## src/rtl/dtt_xbar_ingress_queue.sv

```systemverilog
// Ingress FIFO feeding one crossbar input: screens destinations, presents the head word, flags stalled heads.
// Optional saturating statistics counters (acc_cnt, drop_cnt) are enabled by defining DTT_INGRESS_STATS_EN.
module dtt_xbar_ingress_queue #(
   parameter int N_OUT       = 4,
   parameter int DATA_WIDTH  = 32,
   parameter int DEPTH       = 8,
   parameter int STALL_LIMIT = 16
) (
   input  logic                     clk,
   input  logic                     rst,
   input  logic [DATA_WIDTH-1:0]    s_data,
   input  logic [N_OUT-1:0]         s_dest,
   input  logic                     s_valid,
   output logic                     s_ready,
   output logic [DATA_WIDTH-1:0]    x_data,
   output logic [N_OUT-1:0]         x_dest,
   output logic                     x_valid,
   input  logic                     x_grant,
   output logic [$clog2(DEPTH):0]   level,
   output logic                     err_dest,
   output logic                     stall,
   output logic                     dbg_stall_state
`ifdef DTT_INGRESS_STATS_EN
   ,
   output logic [15:0]              acc_cnt,
   output logic [15:0]              drop_cnt
`endif
);

   localparam int PW  = $clog2(DEPTH);
   localparam int LW  = PW + 1;
   localparam int SCW = $clog2(STALL_LIMIT) + 1;
   localparam int EW  = DATA_WIDTH + N_OUT;
   localparam logic [LW-1:0]  FULL_LVL   = LW'(DEPTH);
   localparam logic [SCW-1:0] CNT_LAST   = SCW'(STALL_LIMIT - 1);
   localparam logic [31:0]    N_OUT_U    = 32'(N_OUT);

   typedef enum logic {
      ST_WAIT    = 1'b0,
      ST_STALLED = 1'b1
   } stall_state_e;

   logic [EW-1:0]    mem_q [DEPTH];
   logic [EW-1:0]    mem_d [DEPTH];
   logic [PW-1:0]    wr_ptr_q, wr_ptr_d;
   logic [PW-1:0]    rd_ptr_q, rd_ptr_d;
   logic [LW-1:0]    level_q, level_d;
   logic [SCW-1:0]   stall_cnt_q, stall_cnt_d;
   stall_state_e     state_q, state_d;
   logic             err_dest_q, err_dest_d;

   logic             push, push_wr, push_bad, pop, dest_ok;

   // Handshakes: a transfer happens on a cycle where valid and ready are both high;
   // ready never depends on valid, and a full queue stays not-ready even while popping.
   assign s_ready  = !rst && (level_q != FULL_LVL);
   assign x_valid  = !rst && (level_q != '0);
   assign {x_dest, x_data} = mem_q[rd_ptr_q];

   assign dest_ok  = 32'(s_dest) < N_OUT_U;
   assign push     = s_valid && s_ready;
   assign push_wr  = push && dest_ok;
   assign push_bad = push && !dest_ok;
   assign pop      = x_valid && x_grant;

   assign level           = level_q;
   assign err_dest        = err_dest_q;
   assign stall           = (state_q == ST_STALLED);
   assign dbg_stall_state = state_q;

   always_comb begin
      mem_d      = mem_q;
      wr_ptr_d   = wr_ptr_q;
      rd_ptr_d   = rd_ptr_q;
      level_d    = level_q;
      err_dest_d = push_bad;
      if (push_wr) begin
         mem_d[wr_ptr_q] = {s_dest, s_data};
         wr_ptr_d        = wr_ptr_q + PW'(1);
      end
      if (pop) begin
         rd_ptr_d = rd_ptr_q + PW'(1);
      end
      unique case ({push_wr, pop})
         2'b10:   level_d = level_q + LW'(1);
         2'b01:   level_d = level_q - LW'(1);
         default: level_d = level_q;
      endcase
   end

   // A pop (or an empty head) always resets the wait, so a grant in the timeout cycle keeps stall low.
   always_comb begin
      state_d     = state_q;
      stall_cnt_d = stall_cnt_q;
      if (pop || !x_valid) begin
         state_d     = ST_WAIT;
         stall_cnt_d = '0;
      end else begin
         unique case (state_q)
            ST_WAIT: begin
               if (stall_cnt_q == CNT_LAST) begin
                  state_d = ST_STALLED;
               end else begin
                  stall_cnt_d = stall_cnt_q + SCW'(1);
               end
            end
            ST_STALLED: state_d = ST_STALLED;
            default:    state_d = ST_WAIT;
         endcase
      end
   end

   always_ff @(posedge clk) begin
      mem_q <= mem_d;
      if (rst) begin
         wr_ptr_q    <= '0;
         rd_ptr_q    <= '0;
         level_q     <= '0;
         stall_cnt_q <= '0;
         state_q     <= ST_WAIT;
         err_dest_q  <= 1'b0;
      end else begin
         wr_ptr_q    <= wr_ptr_d;
         rd_ptr_q    <= rd_ptr_d;
         level_q     <= level_d;
         stall_cnt_q <= stall_cnt_d;
         state_q     <= state_d;
         err_dest_q  <= err_dest_d;
      end
   end

`ifdef DTT_INGRESS_STATS_EN
   logic [15:0] acc_cnt_q, acc_cnt_d;
   logic [15:0] drop_cnt_q, drop_cnt_d;

   always_comb begin
      acc_cnt_d  = acc_cnt_q;
      drop_cnt_d = drop_cnt_q;
      if (push_wr && (acc_cnt_q != 16'hFFFF)) begin
         acc_cnt_d = acc_cnt_q + 16'd1;
      end
      if (push_bad && (drop_cnt_q != 16'hFFFF)) begin
         drop_cnt_d = drop_cnt_q + 16'd1;
      end
   end

   always_ff @(posedge clk) begin
      if (rst) begin
         acc_cnt_q  <= '0;
         drop_cnt_q <= '0;
      end else begin
         acc_cnt_q  <= acc_cnt_d;
         drop_cnt_q <= drop_cnt_d;
      end
   end

   assign acc_cnt  = acc_cnt_q;
   assign drop_cnt = drop_cnt_q;
`endif

endmodule

```

## config.mk

```make
export PLATFORM = sky130hd
export DESIGN_NAME = dtt_xbar_ingress_queue
export DESIGN_NICKNAME = d
export VERILOG_FILES = /design/src/rtl/dtt_xbar_ingress_queue.sv
export SDC_FILE = /design/constraint.sdc
export NUM_CORES = 1
export LEC_CHECK = 0
export BUFFER_PORTS_ARGS = -buffer_cell sky130_fd_sc_hd__buf_2
export CORE_MARGIN = 5
export CORE_UTILIZATION = 48
export CTS_CLUSTER_SIZE = 40
export DETAILED_ROUTE_END_ITERATION = 10
export PLACE_DENSITY = 0.65
export SLEW_MARGIN = 20
export SYNTH_ARGS = -nofsm -noshare
export SYNTH_HDL_FRONTEND = slang
export SYNTH_SLANG_ARGS = --single-unit
```

## constraint.sdc

```tcl
create_clock -name clk -period 6.15 [get_ports clk]
set_input_delay 0.615 -clock clk [delete_from_list [all_inputs] [get_ports clk]]
set_output_delay 0.615 -clock clk [all_outputs]
set_load 0.02 [all_outputs]
```

Word level (Yosys, flattened, before mapping)
Index checks and enable logic that the tools add are counted.
{"block": "word_totals", "output_inout_bits": 45, "in_bits": 40, "regBits": 305, "word_cells": 55}
{"block": "classes", "eq_ne": 4, "order_cmp": 4, "reduce_logical": 15, "n_addsub": 5, "muxes": 9, "n_bitwise": 4}
{"operator": "bitwise mux 288 bit", "count": 1}
{"operator": "binary-select mux 36 bit (select 3 bit)", "count": 1}
{"operator": "demux 36 bit (select 3 bit)", "count": 1}
{"operator": "2-to-1 mux 36 bit", "count": 3}
{"operator": ">= comparator 4 bit, second input constant", "count": 2}
{"operator": "NOT 3 -> 4 bit", "count": 2}
{"operator": "one-hot mux 4 bit (2 select lines)", "count": 1}
{"operator": "logical AND 1 bit", "count": 7}
{"operator": "adder 3 x 1 -> 3 bit, second input constant", "count": 2}
{"operator": "adder 5 x 1 -> 5 bit, second input constant", "count": 1}
{"operator": "equality test 5 x 4 -> 1 bit, second input constant", "count": 1}
{"operator": "adder 4 x 1 -> 4 bit, second input constant", "count": 1}
{"operator": "less-than comparator 4 x 1 -> 1 bit, second input constant", "count": 1}
{"operator": "less-than comparator 4 x 3 -> 1 bit, second input constant", "count": 1}
{"operator": "!= test 4 bit, second input constant", "count": 1}
{"operator": "nonzero test 4 bit", "count": 1}
{"operator": "subtractor 4 x 1 -> 4 bit, second input constant", "count": 1}
{"operator": "zero test 1 bit", "count": 3}
{"operator": "equality test 2 x 1 -> 1 bit, second input constant", "count": 1}
{"operator": "equality test 2 bit, second input constant", "count": 1}
{"operator": "NOT 1 bit", "count": 2}
{"operator": "one-hot mux 1 bit (2 select lines)", "count": 1}
{"operator": "AND reduction 2 bit", "count": 1}
{"operator": "nonzero test 2 bit", "count": 1}
{"operator": "other kinds (3)", "count": 3}

Longest topological paths before layout
{"block": "logic_depth", "word_depth": 6, "ltp_mapped": 11}

Worst setup path before layout
No wires, ideal clock.
{"block": "synth_timing", "path_type": "input-to-reg", "startpoint": "input rst", "endpoint": "register mem_q[252] (netlist name) (enable)", "arrival_time_ns": 4.805, "setup_slack_ns": 0.826, "path_buffers": 2, "stages": 5, "setup_ns": 0.519, "required_time_ns": 5.631, "path_cell_list": "clkbuf_1 nor4b_2 nand2b_1 buf_4 nor4_1"}
{"block": "synth_between", "elab_chain_cells": 4}
{"item": "start: declaration", "line_no": "10", "source": "input logic rst,"}
{"item": "zero test 1 bit", "line_no": "56", "source": "assign s_ready = !rst && (level_q != FULL_LVL);"}
{"item": "logical AND 1 bit", "line_no": "56"}
{"item": "logical AND 1 bit", "line_no": "61", "source": "assign push = s_valid && s_ready;"}
{"item": "logical AND 1 bit", "line_no": "62", "source": "assign push_wr = push && dest_ok;"}
{"item": "end signal: assignment", "line_no": "114", "source": "mem_q <= mem_d;"}
{"item": "end: declaration", "line_no": "43", "source": "logic [EW-1:0] mem_q [DEPTH];"}
No other way between the ends.
A chain may end at the register's enable or synchronous reset.

Worst setup path in the final report
{"block": "layout_timing", "startpoint": "register rd_ptr_q[0]", "endpoint": "output x_data[23]"}
{"block": "layout_between", "elab_chain_cells": 4}
{"item": "start: declaration", "line_no": "46", "source": "logic [PW-1:0] rd_ptr_q, rd_ptr_d;"}
{"item": "start signal: assignment", "line_no": "124", "source": "rd_ptr_q <= rd_ptr_d;"}
{"item": "NOT 3 -> 4 bit (not written as such)", "line_no": "58", "source": "assign {x_dest, x_data} = mem_q[rd_ptr_q];"}
{"item": "binary-select mux 36 bit (select 3 bit)", "line_no": "58"}
{"item": "2-to-1 mux 36 bit (not written as such) (2 in a row)", "line_no": "58"}
{"item": "end: declaration", "line_no": "15", "source": "output logic [DATA_WIDTH-1:0] x_data,"}
No other way between the ends. The select of a mux whose other input is x is not followed.

==> summary.txt <==
Flow run
  – Max_cap viols: 0

Clock tree
  – Clk buf depth: 3
  – H-tree depth: 1
  – Worst-skew pair later-pin latency: between 500 and 600 ps
  – Hold Buf Count CTS: 0
  – Post-CTS Setup Bufs: 0
  – Total CTS buffers: 31
  – CTS tree: yes
  – Post-cts gate resize count: 0
  – Clock root buffer: clkbuf_16
  – Clock sink count: between 300 and 400
  – CTS clk-pin slew, worst paths: around 60 ps

Critical path
  – Top Family by Delay on Critical Path: multiplexers
  – Slowest-stage cell, CP: dfxtp_4
  – WS Path Type: reg2out
  – Crit-path max FO: 40
  – CP Launch Type: flip-flop
  – CP cell instances: buf_4 > mux4_1 > mux2_2 > buf_2
  – Worst r2r dst: level[2]
  – WP data arrival: 3160 ps
  – R2R depth: 9
  – CP peak stage delay: roughly 770 ps
  – Register-to-register setup slack: approximately 3300 ps
  – Required time worst endpoint: 5530 ps
  – Crit path buf inv count: 2
  – CP Capture Type: output port
  – Worst reg2reg startpoint: level[1]

Timing
  – Setup violators final: 0
  – Unrepaired setup endpoints after global routing: false
  – Worst Hold Margin: 335 ps
  – Tmin final: between 3000 and 4000 ps
  – Relative slew slack: 0.311
  – Final hold violations: 0
  – Total negative slack: 0 ps
  – Slew @ Worst Pin: 1030 ps
  – Slew Limit Fails: 0
  – Final Skew: roughly 7 ps
  – Final period util: 0.614
  – Max Clk Rate: roughly 0.26 GHz

Routing
  – DR vias: between 5,000 and 6,000
  – WL final: around 22,000 µm
  – WL per Instance: around 23 µm
  – Drt initial violations: 363
  – Detail Route Antenna Nets: 0
  – DRC violations left: 0
  – Via density: between 5 and 6
  – Drt pass-1 iters: 4

Cells and area
  – Multi-input gate area: 2840 µm²
  – Area occupied by registers: roughly 9000 µm²
  – FILL cells: between 1,500 and 2,000
  – Syn-to-layout area delta: 15.9%
  – Final non-filler cell total: roughly 970
  – Share of cells above drive strength 1: 0.320
  – Final #Nets: between 600 and 700

Floorplanning
  – Core area: approximately 24,000 µm²
  – Die Y: ~170 µm
  – IO Pins: 85
  – Rows: 57
  – Starting Density: 0.490
  – Die ar.: approximately 28,000 µm²
  – Die W: between 150 and 200 µm

Power
  – Pwr Density: 318 nW/µm²
  – Peak supply drop: 0.000298 V
  – Reported leakage power: 4.55 nW

GRT
  – Vias in the first global route: ~5,700
  – Grt total ovfl: 0
  – Initial antenna violation count: 5
  – GRT Total Usage: 0.154
  – Largest net degree at the start of global routing: 75
  – First-pass GRT wire length: roughly 33,000 µm

Worst hold path
  – Min-Delay Startpoint: s_valid
  – Worst min path class: in2reg
  – WHS Path Cells: 3
  – Hold endpoint: err_dest

Placement
  – RePlAce Congestion: roughly 0.75
  – DP Cell Count: 912
  – Post-DP HPWL: 12,000 µm
  – Port Buffers: 84

Synth
  – Leading area contributor after synthesis: edfxtp_1
  – Net Count, Synth: between 500 and 600
  – Post-Syn Area: 12,000 µm²
  – Mean Syn Cell Area: about 23 µm²
  – FF+latch count, synth: between 300 and 400
  – Post-synth top area share: 0.723
  – Seq/Total Area, Yosys: 0.752
  – Cell count after synthesis: 521
  – Yosys Warn Count: 0
  – Unique masters post-synth: 37
  – Top cells by area, synth: edfxtp_1 72%, mux4_1 13%, mux2_2 3.4%

Run status
  – Outcome: finished, final reports clean
## layout make-up
| cell class | count | area share |
|---|---|---|
| flip-flops and latches | 305 | 0.649 |
| repair buffers | 94 | 0.0358 |
| multi-input cells | 188 | 0.205 |
| well taps | 324 | 0.0293 |
| inverters | 1 | 0.000271 |
| clock inverters | 19 | 0.0232 |
| diodes | 1 | 0.000181 |
| clock buffers | 36 | 0.0573 |
## tightest hold or removal path, cell delays in order
cell and delay (ps):
buf_2 100, o21ai_0 60, nor3_1 40
## cell usage after synthesis, drive strengths merged
| cell | instances |
|---|---|
| mux4 | 72 |
| or3 | 2 |
| inv | 1 |
| and3b | 1 |
| nand3 | 1 |
| mux2 | 36 |
| buf | 23 |
| nor3 | 5 |
| nand4 | 1 |
| nor2 | 19 |
| clkbuf | 4 |
| xnor2 | 4 |
| mux2i | 2 |
| nand2b | 4 |
| and3 | 1 |
| nor4b | 3 |
| edfxtp | 288 |
| dfxtp | 17 |
| nand2 | 5 |
| xor2 | 6 |
| o21ai | 6 |
| nor2b | 1 |
| nor4bb | 2 |
| a211oi | 1 |
| nor4 | 2 |
| nand3b | 1 |
| a21oi | 3 |
| a211o | 1 |
| nand4b | 1 |
| ha | 7 |
| nor3b | 1 |
## placed cells by master, fill, tap and decap left out, types with 2 or more instances in the layout
| cell type | n |
|---|---|
| edfxtp_1 | 288 |
| buf_2 | 84 |
| mux4_1 | 57 |
| mux2_2 | 36 |
| clkbuf_16 | 31 |
| nor2_1 | 16 |
| mux4_2 | 15 |
| dfxtp_1 | 14 |
| buf_4 | 10 |
| bufinv_16 | 9 |
| ha_1 | 7 |
| xor2_1 | 6 |
| o21ai_0 | 6 |
| nand2_1 | 5 |
| clkbuf_1 | 5 |
| nand2b_1 | 4 |
| nor3_2 | 4 |
| xnor2_1 | 4 |
| clkinv_2 | 4 |
| clkinv_1 | 4 |
| nor2_4 | 3 |
| a21oi_1 | 3 |
| nor4_2 | 2 |
| nor4b_2 | 2 |
| mux2i_1 | 2 |
| or3_1 | 2 |
| nor4bb_1 | 2 |
| dfxtp_4 | 2 |
## stage by stage
stage	total power (W)	setup WS (ps)	area (µm²)	util
after floorplan	0.00238	826	12000	-
after global placement	0.00243	2910	12700	0.522
after detailed placement	0.00243	2890	12700	0.522
after CTS	0.00447	2300	13900	0.568
after global routing	0.00456	2210	13900	0.568
final	0.00441	2370	13900	0.568
## cell families (layout without fill, tap and decap cells)
group                      Yosys count  in the layout  share of synthesized area
and+or+nand+nor                     50             50                     0.0244
other                                0              1                          0
AOI/OAI and AO/OA                   11             11                    0.00513
DFF                                305            305                      0.752
adders and majority gates            7              7                    0.00732
xor gates and xnor gates            10             10                    0.00732
muxes                              110            110                      0.189
buffers and inverters               28            150                     0.0150
## layer usage
layer | routed length, µm | vias up | global-route usage
li1 | - | 2425 | -
met1 | 9190 | 2837 | 0.205
met4 | 443 | 8 | 0.0342
met3 | 1450 | 43 | 0.0396
met5 | 45 | - | 0
met2 | 10800 | 133 | 0.260
## state kept, by name (all words and copies together), names as in the netlist
register / flops
wr_ptr_q: 3
level: 4
err_dest: 1
mem_q: 288
stall_cnt_q: 5
rd_ptr_q: 3
dbg_stall_state: 1
## worst max-delay path by stage
| stage | slack (ps) | cells past startpoint | to | startpoint |
|---|---|---|---|---|
| detailed placement | 2890 | 4 | x_data[27] | rd_ptr_q[0] |
| CTS | 2300 | 4 | x_data[27] | rd_ptr_q[0] |
| floorplan | 830 | 5 | mem_q[252] | rst |
| finish | 2370 | 4 | x_data[23] | rd_ptr_q[0] |
| global route | 2210 | 4 | x_data[26] | rd_ptr_q[0] |
| global placement | 2910 | 4 | x_data[27] | rd_ptr_q[0] |
## power by group
group	switching, W	internal [W]	total [W]
sequential	0.00000729	0.00228	0.00228
combinational	0.0000616	0.0000434	0.000105
clock	0.000726	0.00130	0.00202
(Power assumes the default switching activity.)
